$ cat config.mk
export PLATFORM = sky130hd
export DESIGN_NAME = xfer_counter_fsm
export DESIGN_NICKNAME = d
export VERILOG_FILES = /design/src/rtl/xfer_pkg.sv /design/src/rtl/xfer_addr_cnt.sv /design/src/rtl/xfer_counter_fsm.sv
export SDC_FILE = /design/constraint.sdc
export NUM_CORES = 1
export LEC_CHECK = 0
export BUFFER_PORTS_ARGS = -buffer_cell sky130_fd_sc_hd__buf_2
export CAP_MARGIN = 20
export CORE_UTILIZATION = 43
export DETAILED_ROUTE_END_ITERATION = 16
export PLACE_DENSITY = 0.77
export SYNTH_ARGS = -nofsm -noshare
export SYNTH_HDL_FRONTEND = slang
export SYNTH_SLANG_ARGS = --single-unit
export TNS_END_PERCENT = 1
$ cat constraint.sdc
create_clock -name clk -period 2.2 [get_ports clk]
set_input_delay 0.11 -clock clk [delete_from_list [all_inputs] [get_ports clk]]
set_output_delay 0.11 -clock clk [all_outputs]
set_load 0.01 [all_outputs]
$ cat src/rtl/xfer_pkg.sv
`default_nettype none
// xfer_pkg: state encoding and default widths shared by the transfer block.
// Revision 1.0
package xfer_pkg;

  localparam int DEF_ADDR_W = 16;
  localparam int DEF_DATA_W = 32;
  localparam int DEF_LEN_W  = 16;

  typedef enum logic [1:0] {
    IDLE  = 2'd0,
    READ  = 2'd1,
    WRITE = 2'd2,
    DONE  = 2'd3
  } state_t;

endpackage
`default_nettype wire

$ cat src/rtl/xfer_addr_cnt.sv
`default_nettype none
// xfer_addr_cnt: loads and steps source/destination addresses and the remaining word count.
// Revision 1.0
module xfer_addr_cnt
  import xfer_pkg::*;
#(
  parameter int ADDR_W = DEF_ADDR_W,
  parameter int LEN_W  = DEF_LEN_W
) (
  input  logic              clk,
  input  logic              rst,
  input  logic              load,
  input  logic              step,
  input  logic [ADDR_W-1:0] src_in,
  input  logic [ADDR_W-1:0] dst_in,
  input  logic [LEN_W-1:0]  len_in,
  output logic [ADDR_W-1:0] src_addr,
  output logic [ADDR_W-1:0] dst_addr,
  output logic [LEN_W-1:0]  remain
);

  // Addresses wrap naturally modulo 2^ADDR_W.
  always_ff @(posedge clk) begin
    if (rst) begin
      src_addr <= '0;
      dst_addr <= '0;
      remain   <= '0;
    end else if (load) begin
      src_addr <= src_in;
      dst_addr <= dst_in;
      remain   <= len_in;
    end else if (step) begin
      src_addr <= src_addr + ADDR_W'(1);
      dst_addr <= dst_addr + ADDR_W'(1);
      remain   <= remain - LEN_W'(1);
    end
  end

endmodule
`default_nettype wire

$ cat src/rtl/xfer_counter_fsm.sv
`default_nettype none
// xfer_counter_fsm: one-word-buffered memory copy engine (read, then write, per word).
// Revision 1.0 -- optional abort port pair enabled by macro XFER_ABORT_EN.
module xfer_counter_fsm
  import xfer_pkg::*;
#(
  parameter int ADDR_W = DEF_ADDR_W,
  parameter int DATA_W = DEF_DATA_W,
  parameter int LEN_W  = DEF_LEN_W
) (
  input  logic              clk,
  input  logic              rst,
  input  logic              start_i,
  input  logic [ADDR_W-1:0] src_addr_i,
  input  logic [ADDR_W-1:0] dst_addr_i,
  input  logic [LEN_W-1:0]  len_i,
  output logic              rd_req_o,
  output logic [ADDR_W-1:0] rd_addr_o,
  input  logic              rd_gnt_i,
  input  logic [DATA_W-1:0] rd_data_i,
  output logic              wr_req_o,
  output logic [ADDR_W-1:0] wr_addr_o,
  output logic [DATA_W-1:0] wr_data_o,
  input  logic              wr_gnt_i,
  output logic              read_o,
  output logic              write_o,
  output logic              idle_o,
  output logic              done_o,
  output logic [LEN_W-1:0]  remain_o
`ifdef XFER_ABORT_EN
  ,
  input  logic              abort_i,
  output logic              aborted_o
`endif
);

  state_t            state;
  state_t            nxt;
  logic              load;
  logic              step;
  logic              capture;
  logic              abort_req;
  logic [DATA_W-1:0] buffer;

`ifdef XFER_ABORT_EN
  assign abort_req = abort_i;
`else
  assign abort_req = 1'b0;
`endif

  always_comb begin
    nxt     = state;
    load    = 1'b0;
    step    = 1'b0;
    capture = 1'b0;
    case (state)
      IDLE: begin
        if (start_i) begin
          if (len_i != '0) begin
            load = 1'b1;
            nxt  = READ;
          end else begin
            nxt = DONE;
          end
        end
      end
      READ: begin
        if (abort_req) begin
          nxt = DONE;
        end else if (rd_gnt_i) begin
          capture = 1'b1;
          nxt     = WRITE;
        end
      end
      WRITE: begin
        if (abort_req) begin
          nxt = DONE;
        end else if (wr_gnt_i) begin
          step = 1'b1;
          nxt  = (remain_o == LEN_W'(1)) ? DONE : READ;
        end
      end
      default: nxt = IDLE;
    endcase
  end

  // Status and request flags are flops mirroring the next state, so they
  // always equal a decode of the state register with no input-to-output path.
  always_ff @(posedge clk) begin
    if (rst) begin
      state    <= IDLE;
      read_o   <= 1'b0;
      write_o  <= 1'b0;
      idle_o   <= 1'b1;
      done_o   <= 1'b0;
      rd_req_o <= 1'b0;
      wr_req_o <= 1'b0;
      buffer   <= '0;
`ifdef XFER_ABORT_EN
      aborted_o <= 1'b0;
`endif
    end else begin
      state    <= nxt;
      read_o   <= (nxt == READ);
      write_o  <= (nxt == WRITE);
      idle_o   <= (nxt == IDLE);
      done_o   <= (nxt == DONE);
      rd_req_o <= (nxt == READ);
      wr_req_o <= (nxt == WRITE);
      if (capture) begin
        buffer <= rd_data_i;
      end
`ifdef XFER_ABORT_EN
      aborted_o <= abort_req && ((state == READ) || (state == WRITE));
`endif
    end
  end

  assign wr_data_o = buffer;

  xfer_addr_cnt #(
    .ADDR_W (ADDR_W),
    .LEN_W  (LEN_W)
  ) u_cnt (
    .clk      (clk),
    .rst      (rst),
    .load     (load),
    .step     (step),
    .src_in   (src_addr_i),
    .dst_in   (dst_addr_i),
    .len_in   (len_i),
    .src_addr (rd_addr_o),
    .dst_addr (wr_addr_o),
    .remain   (remain_o)
  );

endmodule
`default_nettype wire

==> flow_summary.toml <==
[logic_synthesis]
synth_area_um2 = 3880
synth_enable_flop_cells = 0
avgSynthCellArea_um2 = 7.96
synth_seq_cells = 86
ys_types = 45
syn_inst = 487
synth_seq_area_share_pct = 44.4
synth_ff_type = "dfxtp_1"
syn_nets = 576
async_flop_share_pct = 0
ys.warnings.count = 0

[worst_setup_path]
critPathMaxFanout = 6
worst-endpoint-arrival_ns = 2.36
r2r_cells = 5
crit_path_start_kind = "flip-flop"
crit_type = "reg -> reg"
r2r_start = "u_cnt.remain[2]"
startpoint = "u_cnt.remain[2]"
required_ns = 2.45
cp-end-kind = "flip-flop"

[final_layout]
num_antenna_cells = 0
drive_gt1_share_pct = 31.6
finalInstanceArea_um2 = 5460
final_util_pct = 62.6
fin_nets = 781
syn_to_final_growth_pct = 40.7

[sta]
period_share_pct = 95.9
grt_setup_unrepaired = "false"
totalNegativeSetupSlack_ns = 0
setup_viol = 0
slew_violations = 0
max_slew_margin_pct = 50.2
finClkSkew_ns = 0.0146
max_freq_mhz = 474
worst_pin_slew_ns = 0.747
finalHoldViolations = 0
fin_crit_ns = 2.11
timing.final.ws_setup_ns = 0.0906

[global_routing]
grt_pass1_wl_um = 19000
grt_overflow = 0
grt_pass1_vias = 4191
antenna_found_initial = 0
grt_max_degree = 36
grt_usage_pct = 24.6

[clock_network]
post_cts_buffers = 0
clk_latency_ns = 0.36
clockBufferDepth = 2
cts_buffers = 9
cts_tree = "yes"
clk_pin_slew_ns = 0.09
post_cts_resized = 0
htree_levels = 3
cts-root-buf = "clkbuf_8"
clock_sinks = 86

[floorplan]
initial_utilization_pct = 44.5
die_h_um = 97.0
rows = 34
io_pins = 171
dieArea_um2 = 9400
die_w_um = 97.0
core-area_um2 = 8720

[pwr]
ir_worst_vdd_v = 0.000388
powerDensity_nw_per_um2 = 664
power.leakage_nw = 2.38
p_total_mw = 3.62

[place]
port_buffers = 170
place_worst_setup_slack_ns = 0.120
hpwlAfterDp_um = 8180
placed_area_um2 = 4940
globalplace.congestion = 0.868

[route]
wl_per_cell_um = 14.6
drtAntennaViolNets = 0
drtIter0Drc = 183
viasPerCell = 5.46
drt-pass1-iter-count = 4
totalWireLength_um = 11700
drc = 0
num_vias = 4393

[worst_hold_path]
hold_path_class = "in -> reg"
min_from = "dst_addr_i[13]"
worst_hold_path.num_cells = 3

[job]
drv_cap = 0

[outcome]
status = "finished, final reports clean"
-- placed cells by master (no fill, tap or decap), types with 3 or more instances in the layout --
cell	instances
a211oi_1	18
a21oi_1	64
clkbuf_8	9
dfxtp_1	86
nand4_1	10
a31oi_1	8
nand2_1	91
nor3_1	11
a22oi_1	7
a2bb2oi_1	9
o21ai_0	9
or2_2	3
and3_1	3
xor2_1	11
nand4b_1	3
ha_1	4
inv_1	6
dlygate4sd3_1	32
buf_4	21
nor2_1	39
nand2b_1	4
buf_2	170
nor4_1	10
nand3_1	24
xnor2_1	5
-- sequential cells by signal, summed over array words and instances, names as in the netlist --
register / flops
done_o: 1
wr_data_o: 32
write_o: 1
u_cnt.remain: 16
state: 2
idle_o: 1
read_o: 1
u_cnt.dst_addr: 16
u_cnt.src_addr: 16
-- timing repair --
item	4_1_cts	5_1_grt
endpoints found under the setup margin	0	0
hold buffers	32	0
hold endpoints to repair	32	0
-- logic make-up after synthesis --
family | after synthesis | synth area share [%]
AND/OR/NAND/NOR | 215 | 25.9
AO/OA/AOI/OAI | 129 | 21.0
flip-flops | 86 | 44.4
buffers and inverters | 37 | 3.84
XOR/XNOR | 16 | 3.61
adder cells (fa/ha/maj) | 4 | 1.29
-- critical path, cell delays in order (launching register included) --
cell and delay [ns]:
dfxtp_1 0.33, or4_4 0.57, or4_4 0.58, o21ai_2 0.19, a211oi_1 0.09, a211o_1 0.23
-- final timing paths --
| check | slack, ns | to |
|---|---|---|
| setup / recovery | 0.09 | idle_o |
| hold / removal | 0.02 | u_cnt.dst_addr[13] |
| setup reg to reg | 0.09 | idle_o |
| hold reg to reg | 0.46 | wr_data_o[10] |
-- power breakdown --
part	total (mW)	internal (mW)	leakage, nW	switching [mW]
Clock	1.13	0.531	0.0976	0.600
Combinational	0.722	0.341	1.58	0.381
Sequential	1.77	1.66	0.705	0.106
-- per-stage QoR --
step	std cells	hold slack, ns
detailed placement	757	0.356
finish	804	0.0200
global placement	757	0.349
global route	804	0.00975
CTS	804	0.00620
floorplan	487	0.246
-- cell usage after synthesis, types with 3 or more instances --
library cell   n  area, µm²
nand2_1       92        345
dfxtp_1       86       1720
a21oi_1       64        320
nor2_1        40        150
clkbuf_1      26       97.6
nand3_1       24        120
a211oi_1      18        135
nor3_1        11       55.1
xor2_1        11       96.3
nand4_1       10       62.6
nor4_1        10       62.6
a2bb2oi_1      9       78.8
o21ai_0        9       45.0
a31oi_1        8       50.1
a22oi_1        7       52.6
inv_1          6       22.5
xnor2_1        5       43.8
ha_1           4       50.1
nand2b_1       4       25.0
and3_1         3       18.8
nand4b_1       3       26.3
or2_2          3       18.8
-- layout make-up --
| class | instances | area, µm² |
|---|---|---|
| clock buffers | 9 | 124 |
| flip-flops and latches | 86 | 1720 |
| repair buffers | 225 | 1370 |
| fillers | 764 | 3260 |
| clock inverters | 6 | 71.3 |
| inverters | 6 | 22.5 |
| multi-input cells | 364 | 2010 |
| well taps | 108 | 135 |
-- metal layers --
layer	global-route usage, %	vias up	share of wire (%)
li1	-	2156	-
met1	28.3	2046	42
met2	41.3	149	48
met3	7.01	42	5.8
met4	12.9	0	4.2
met5	0	-	0
Power figures use the tool's default switching activity.
